--- src/rtl/cache_arb_pkg.sv ---
// Shared types and sizes for the cache-to-adaptor arbiter and its grant selector.
package cache_arb_pkg;

  localparam int LINE_W = 256;
  localparam int ADDR_W = 32;

  typedef enum logic [1:0] {
    IDLE    = 2'd0,
    I_BUSY  = 2'd1,
    D_BUSY  = 2'd2,
    RECOVER = 2'd3
  } arb_state_e;

  typedef enum logic {
    ICACHE = 1'b0,
    DCACHE = 1'b1
  } grant_e;

endpackage

--- src/rtl/arb_grant_sel.sv ---
// Two-requester tie-break: round-robin against the last grant, or fixed D priority.
// Kept free of state so the same selector can serve other two-port arbiters.
module arb_grant_sel
  import cache_arb_pkg::*;
#(
  parameter bit RR = 1'b1
) (
  input  logic   i_req,
  input  logic   d_req,
  input  grant_e last_grant,
  output grant_e grant,
  output logic   valid
);

  // Pick a winner among the active requests; a tie depends on the policy.
  always_comb begin
    grant = DCACHE;
    valid = 1'b0;
    if (i_req && d_req) begin
      valid = 1'b1;
      if (RR) begin
        grant = (last_grant == ICACHE) ? DCACHE : ICACHE;
      end else begin
        grant = DCACHE;
      end
    end else if (d_req) begin
      valid = 1'b1;
      grant = DCACHE;
    end else if (i_req) begin
      valid = 1'b1;
      grant = ICACHE;
    end else begin
      valid = 1'b0;
      grant = DCACHE;
    end
  end

endmodule

--- src/rtl/cache_arbiter.sv ---
// Multiplexes the I-cache and D-cache line ports onto the single adaptor port.
// One transaction in flight; request fields are latched at grant and the
// completion is steered back as a one-cycle pulse. A RECOVER state waits out
// a long-held adaptor resp so the just-served request is never re-issued.
module cache_arbiter #(
  parameter bit RR     = 1'b1,
  parameter int LINE_W = 256,
  parameter int ADDR_W = 32
) (
  input  logic              clk,
  input  logic              rst,
  input  logic [ADDR_W-1:0] i_address,
  input  logic              i_read,
  output logic [LINE_W-1:0] i_rdata,
  output logic              i_resp,
  input  logic [ADDR_W-1:0] d_address,
  input  logic              d_read,
  input  logic              d_write,
  input  logic [LINE_W-1:0] d_wdata,
  output logic [LINE_W-1:0] d_rdata,
  output logic              d_resp,
  output logic [ADDR_W-1:0] mem_address,
  output logic              mem_read,
  output logic              mem_write,
  output logic [LINE_W-1:0] mem_wdata,
  input  logic [LINE_W-1:0] mem_rdata,
  input  logic              mem_resp
);

  import cache_arb_pkg::*;

  arb_state_e state_r;
  grant_e     last_grant_r;
  grant_e     grant_s;
  logic       grant_valid_s;
  logic       d_req_s;

  // A D-cache request is either op; read+write together is served as a write.
  assign d_req_s = d_read | d_write;

  arb_grant_sel #(
    .RR(RR)
  ) u_grant_sel (
    .i_req      (i_read),
    .d_req      (d_req_s),
    .last_grant (last_grant_r),
    .grant      (grant_s),
    .valid      (grant_valid_s)
  );

  // Sequencer: grant in IDLE, hold the latched request while busy, then wait
  // in RECOVER until the adaptor releases resp.
  always_ff @(posedge clk) begin
    if (rst) begin
      state_r      <= IDLE;
      last_grant_r <= ICACHE;
      mem_read     <= 1'b0;
      mem_write    <= 1'b0;
      mem_address  <= {ADDR_W{1'b0}};
      mem_wdata    <= {LINE_W{1'b0}};
    end else begin
      case (state_r)
        IDLE: begin
          if (grant_valid_s) begin
            last_grant_r <= grant_s;
            if (grant_s == DCACHE) begin
              state_r     <= D_BUSY;
              mem_address <= d_address;
              mem_write   <= d_write;
              mem_read    <= ~d_write;
              if (d_write) begin
                mem_wdata <= d_wdata;
              end
            end else begin
              state_r     <= I_BUSY;
              mem_address <= i_address;
              mem_read    <= 1'b1;
              mem_write   <= 1'b0;
            end
          end
        end
        I_BUSY, D_BUSY: begin
          if (mem_resp) begin
            state_r   <= RECOVER;
            mem_read  <= 1'b0;
            mem_write <= 1'b0;
          end
        end
        RECOVER: begin
          if (!mem_resp) begin
            state_r <= IDLE;
          end
        end
        default: begin
          state_r   <= IDLE;
          mem_read  <= 1'b0;
          mem_write <= 1'b0;
        end
      endcase
    end
  end

  // Completion pulse only while busy, so a resp still high in RECOVER is not repeated.
  assign i_resp = mem_resp & (state_r == I_BUSY);
  assign d_resp = mem_resp & (state_r == D_BUSY);

  // Line data is passed straight through; it is meaningful only in the resp cycle.
  assign i_rdata = mem_rdata;
  assign d_rdata = mem_rdata;

endmodule

--- config.mk ---
export PLATFORM = sky130hd
export DESIGN_NAME = cache_arbiter
export DESIGN_NICKNAME = d
export VERILOG_FILES = /design/src/rtl/cache_arb_pkg.sv /design/src/rtl/arb_grant_sel.sv /design/src/rtl/cache_arbiter.sv
export SDC_FILE = /design/constraint.sdc
export NUM_CORES = 1
export LEC_CHECK = 0
export BUFFER_PORTS_ARGS = -buffer_cell sky130_fd_sc_hd__buf_2
export CAP_MARGIN = 0
export CELL_PAD_IN_SITES_DETAIL_PLACEMENT = 2
export CELL_PAD_IN_SITES_GLOBAL_PLACEMENT = 2
export CORE_AREA = 2 2 546 548
export DETAILED_ROUTE_END_ITERATION = 16
export DIE_AREA = 0 0 548 550
export PLACE_DENSITY = 0.33
export SYNTH_ARGS = -nofsm -noshare
export SYNTH_HDL_FRONTEND = slang
export SYNTH_SLANG_ARGS = --single-unit
--- constraint.sdc ---
create_clock -name clk -period 3.8 [get_ports clk]
set_input_delay 0.38 -clock clk [delete_from_list [all_inputs] [get_ports clk]]
set_output_delay 0.38 -clock clk [all_outputs]
set_load 0.05 [all_outputs]
Word-level counts from Yosys, hierarchy flattened
Cells that the tools add are included.
{"block": "word_totals", "regBits": 293, "inputBits": 582, "output_inout_bits": 804, "word_cells": 44}
{"block": "classes", "n_eq_ne": 6, "mux": 20, "bitwise": 4, "n_reduce_logical": 8}
{"cell": "two-way mux 32 bit", "count": 1}
{"cell": "two-way mux 1 bit", "count": 12}
{"cell": "two-way mux 2 bit", "count": 4}
{"cell": "!= test 2 bit, second input constant", "count": 3}
{"cell": "one-hot mux 2 bit (3 select lines)", "count": 1}
{"cell": "AND reduction 3 bit", "count": 2}
{"cell": "== test 2 bit, second input constant", "count": 2}
{"cell": "one-hot mux 1 bit (2 select lines)", "count": 2}
{"cell": "AND reduction 4 bit", "count": 1}
{"cell": "AND 1 bit", "count": 2}
{"cell": "== test 2 x 1 -> 1 bit, second input constant", "count": 1}
{"cell": "logical NOT 2 bit", "count": 1}
{"cell": "AND reduction 2 bit", "count": 1}
{"cell": "nonzero test 2 bit", "count": 1}
{"cell": "OR reduction 2 bit", "count": 1}
{"cell": "logical AND 1 bit", "count": 1}
{"cell": "NOT 1 bit", "count": 1}
{"cell": "bitwise OR 1 bit", "count": 1}

Depth between registers and ports, before layout
{"block": "depth", "word_depth": 6, "depth_mapped": 8, "mapped_depth_nobuf": 5}

By module
Synthesis repeated with hierarchy kept, for this count alone.
{"block": "hier_totals", "hier_cells": 1809, "area_unflattened_um2": 14933.1}
{"mod": "cache_arbiter", "n_inst": 1, "cells_each": 1806, "area_each_um2": 14918.1, "seq_area_each_um2": 5865.6}
{"mod": "arb_grant_sel", "n_inst": 1, "cells_each": 3, "area_each_um2": 15.0, "seq_area_each_um2": 0.0}

Worst setup path before layout
OpenSTA, ideal clock, no wires.
{"block": "synth_timing", "kind": "register to register", "startpoint": "register state_r[0]", "endpoint": "register mem_wdata[240]", "setup_ns": 0.070, "t_arrival_ns": 1.592, "required_ns": 3.730, "setup_slack_ns": 2.138, "path_stages_with_launch": 9, "path_buffers": 3, "period_less_slack_ns": 1.662, "path_cell_list": "dfxtp_1 inv_1 ha_1 buf_2 inv_2 clkbuf_1 clkbuf_1 o21ai_0 a21oi_1"}
{"block": "synth_between", "elab_chain_len": 2}
{"element": "from (decl)", "line": "cache_arbiter.sv:32", "rtl": "arb_state_e state_r;"}
{"element": "from (signal assigned)", "line": "cache_arbiter.sv:55", "rtl": "state_r <= IDLE;"}
{"element": "from (signal assigned)", "line": "cache_arbiter.sv:67", "rtl": "state_r <= D_BUSY;"}
{"element": "from (signal assigned)", "line": "cache_arbiter.sv:75", "rtl": "state_r <= I_BUSY;"}
{"element": "logical NOT 2 bit", "line": "cache_arbiter.sv:62", "rtl": "case (state_r)"}
{"element": "AND reduction 4 bit (no line)"}
{"element": "to (signal assigned)", "line": "cache_arbiter.sv:60", "rtl": "mem_wdata <= {LINE_W{1'b0}};"}
{"element": "to (signal assigned)", "line": "cache_arbiter.sv:72", "rtl": "mem_wdata <= d_wdata;"}
{"element": "to (decl)", "line": "cache_arbiter.sv:25", "rtl": "output logic [LINE_W-1:0] mem_wdata,"}
Every way passes these cells.
A chain may end at the register's enable or synchronous reset.

Worst setup path after layout
{"block": "layout_timing", "startpoint": "register state_r[0]", "endpoint": "register mem_address[14]"}
{"block": "layout_between", "elab_chain_len": 2}
{"element": "logical NOT 2 bit", "line": "cache_arbiter.sv:62"}
{"element": "AND reduction 2 bit (no line)"}
{"element": "to (signal assigned)", "line": "cache_arbiter.sv:59", "rtl": "mem_address <= {ADDR_W{1'b0}};"}
{"element": "to (signal assigned)", "line": "cache_arbiter.sv:68", "rtl": "mem_address <= d_address;"}
{"element": "to (signal assigned)", "line": "cache_arbiter.sv:76", "rtl": "mem_address <= i_address;"}
{"element": "to (decl)", "line": "cache_arbiter.sv:22", "rtl": "output logic [ADDR_W-1:0] mem_address,"}
Every way passes these cells.

==> out/results.ini <==
[outcome]
status=finished clean

[setup_path]
crit_type=flip-flop to flip-flop
crit_family=buffers and inverters
worst_setup_path_end_kind=flip-flop
cp_max_fo=53
cp_cell_sequence=inv_1 -> ha_4 -> o31a_2 -> buf_4 -> nor2_1 -> a311oi_1 -> dlygate4sd3_1
crit_slowest_cell=dlygate4sd3_1
worst_ep_required_time_ps=4430
crit_path_max_incr_delay_ps=580
cp.arrival_ps=3630
cp-start-kind=flip-flop
path_buf_inv=3

[logic_synthesis]
yosys-top-cells-area=dfxtp_1 (38%), buf_4 (25%), nand3_1 (9.5%)
synth.distinct_cells=28
ys_seq_elements=293
yosysTopAreaCell=dfxtp_1
synthFlopType=dfxtp_1
synth.cell_area_um2=15200
yosysSeqAreaShare_pct=38.5
synth.top_cell.area_share_pct=38.5
synth_area_per_cell_um2=8.01
syn_inst=1903
async_flop_share_pct=0
syn_nets=2490
synth_edf_count=0
yosysWarnings=0

[grt]
grt_max_degree=101
grt_usage_pct=8.85
antenna_found_initial=40
grt_pass1_wl_mm=177
overflow=0
grt_pass1_vias=17284

[sta]
setup_viol_count_final=0
skew_ps=34.1
fin_ws_ps=801
period_share_pct=78.9
fmax_mhz=333
timing.slew.headroom_pct=35.5
fin_tns_setup_ps=0
hold_viol=0
finalCriticalPeriod_ps=3000
drv_slew=0
rsz0062_at_grt=false
worst_pin_slew_ps=968

[placement]
place_area_um2=19200
globalplace.congestion=0.747
io_buffers=617
dp_slack_ps=1240
dp_cells=5810
hpwl_mm=108

[hold_path]
hold_path.class=input pin to flip-flop

[floorplan]
ios=1386
die_w_um=548
die_h_um=550
dieArea_um2=301000
initial_core_util_pct=5.16
row_count=200
core_um2=296000

[routing]
routed_via_density=2.51
dr.pass1.iters=4
drcViolationCount=0
via_count=15594
drt_wl_total_mm=138
drtIter0Drc=653
drtAntennaViolNets=0
avgRoutedWirePerCell_um=22.2

[clock_tree]
cts.sinks=293
cts_hold_buffers=315
tritoncts=yes
cts-root-buf=clkbuf_16
cts_inserted_buffers=51
clk_latency_ps=710
post_cts_buffers=0
htree_levels=2
cts_resized=0
path_clk_slew_ps=60
clockBufferDepth=3

[final_layout]
ff_latch_area_um2=5870
multi_input_area_um2=4870
final_area_um2=24100
nets=2826
fill_cells=35107
fin_cells=6225
drive_gt1_share_pct=32.2
area_growth_pct=57.9
final_util_pct=8.14

[run]
cap_violations=0

[power]
power_leakage_nw=8.67
powerDensity_nw_per_um2=706
ir_drop_v=0.000323

final timing paths:
check | from | end | slack [ps] | cells after the start
max | state_r[0] | mem_address[14] | 800 | 7
min | d_wdata[69] | mem_wdata[69] | 90 | 3
max reg2reg | state_r[0] | mem_address[14] | 800 | 7
min reg2reg | mem_wdata[52] | mem_wdata[52] | 470 | 2
cell usage after synthesis (3+ instances only):
master	number
ha_1	5
buf_1	4
a21oi_1	260
a311oi_1	34
nor2_1	33
inv_1	3
buf_4	512
dfxtp_1	293
o21ai_1	7
nand3_1	289
clkbuf_1	126
buf_2	35
o21ai_0	284
tightest hold or removal path, cell delays in order:
cell     delay, ps
buf_2          120
nand3_1        130
a21oi_1         80
final cells by class:
| class | count | area share [%] |
|---|---|---|
| well taps | 3939 | 20.5 |
| multi-input cells | 928 | 20.3 |
| repair buffers | 961 | 27.7 |
| flip-flops and latches | 293 | 24.4 |
| clock inverters | 18 | 1.07 |
| inverters | 4 | 0.0936 |
| clock buffers | 73 | 5.98 |
| diodes | 9 | 0.0936 |
layer usage:
metal	wire length (µm)	share of wire, %	GRT usage [%]	vias to the layer above
met4	9100	6.6	5.52	8
met3	21600	16	6.17	418
met1	51600	37	9.30	7492
met5	85	0.061	0.0782	-
li1	-	-	-	6751
met2	56100	41	12.8	925
cells by family after synthesis:
group                    after synthesis  synth area share, %
AO/OA/AOI/OAI                        591                 20.5
adder cells (fa/ha/maj)                5                0.411
buffers and inverters                682                 29.7
flip-flops                           293                 38.5
multiplexers                           2                0.131
AND/OR/NAND/NOR                      330                 10.7
power breakdown:
part           total (mW)  switching [mW]  internal, mW
clock network        5.01            2.05          2.95
logic                7.91            6.09          1.83
registers            4.06           0.365          3.70
per-stage QoR:
step                      hold slack, ps  power [mW]
after floorplan                      514        9.88
after global placement               458        11.9
after detailed placement             468        11.9
after CTS                           10.5        17.7
after global routing                40.5        18.2
final                               87.7        17.0
layout by cell type, fill, tap and decap left out, drive strengths merged:
cell type	netlist	layout
o21bai	1	1
o21ba	1	1
nand2b	1	1
clkinvlp	0	6
a21boi	1	1
or4b	1	1
a311oi	35	35
nand3	289	289
nor2	33	33
mux2i	2	2
a21oi	260	260
dlygate4sd3	0	315
clkbuf	126	73
a21bo	1	1
nor4b	1	1
ha	5	5
or4	2	2
bufinv	0	5
diode	0	9
o21ai	291	291
o31a	1	1
and2	3	3
dfxtp	293	293
buf	552	646
clkinv	0	7
inv	4	4
registers in the layout (all words and copies together), names as in the netlist:
name and count:
mem_address 32, mem_write 1, mem_read 1, mem_wdata 256, last_grant_r 1, state_r 2
Note: power is estimated with default switching activity, not from simulation.
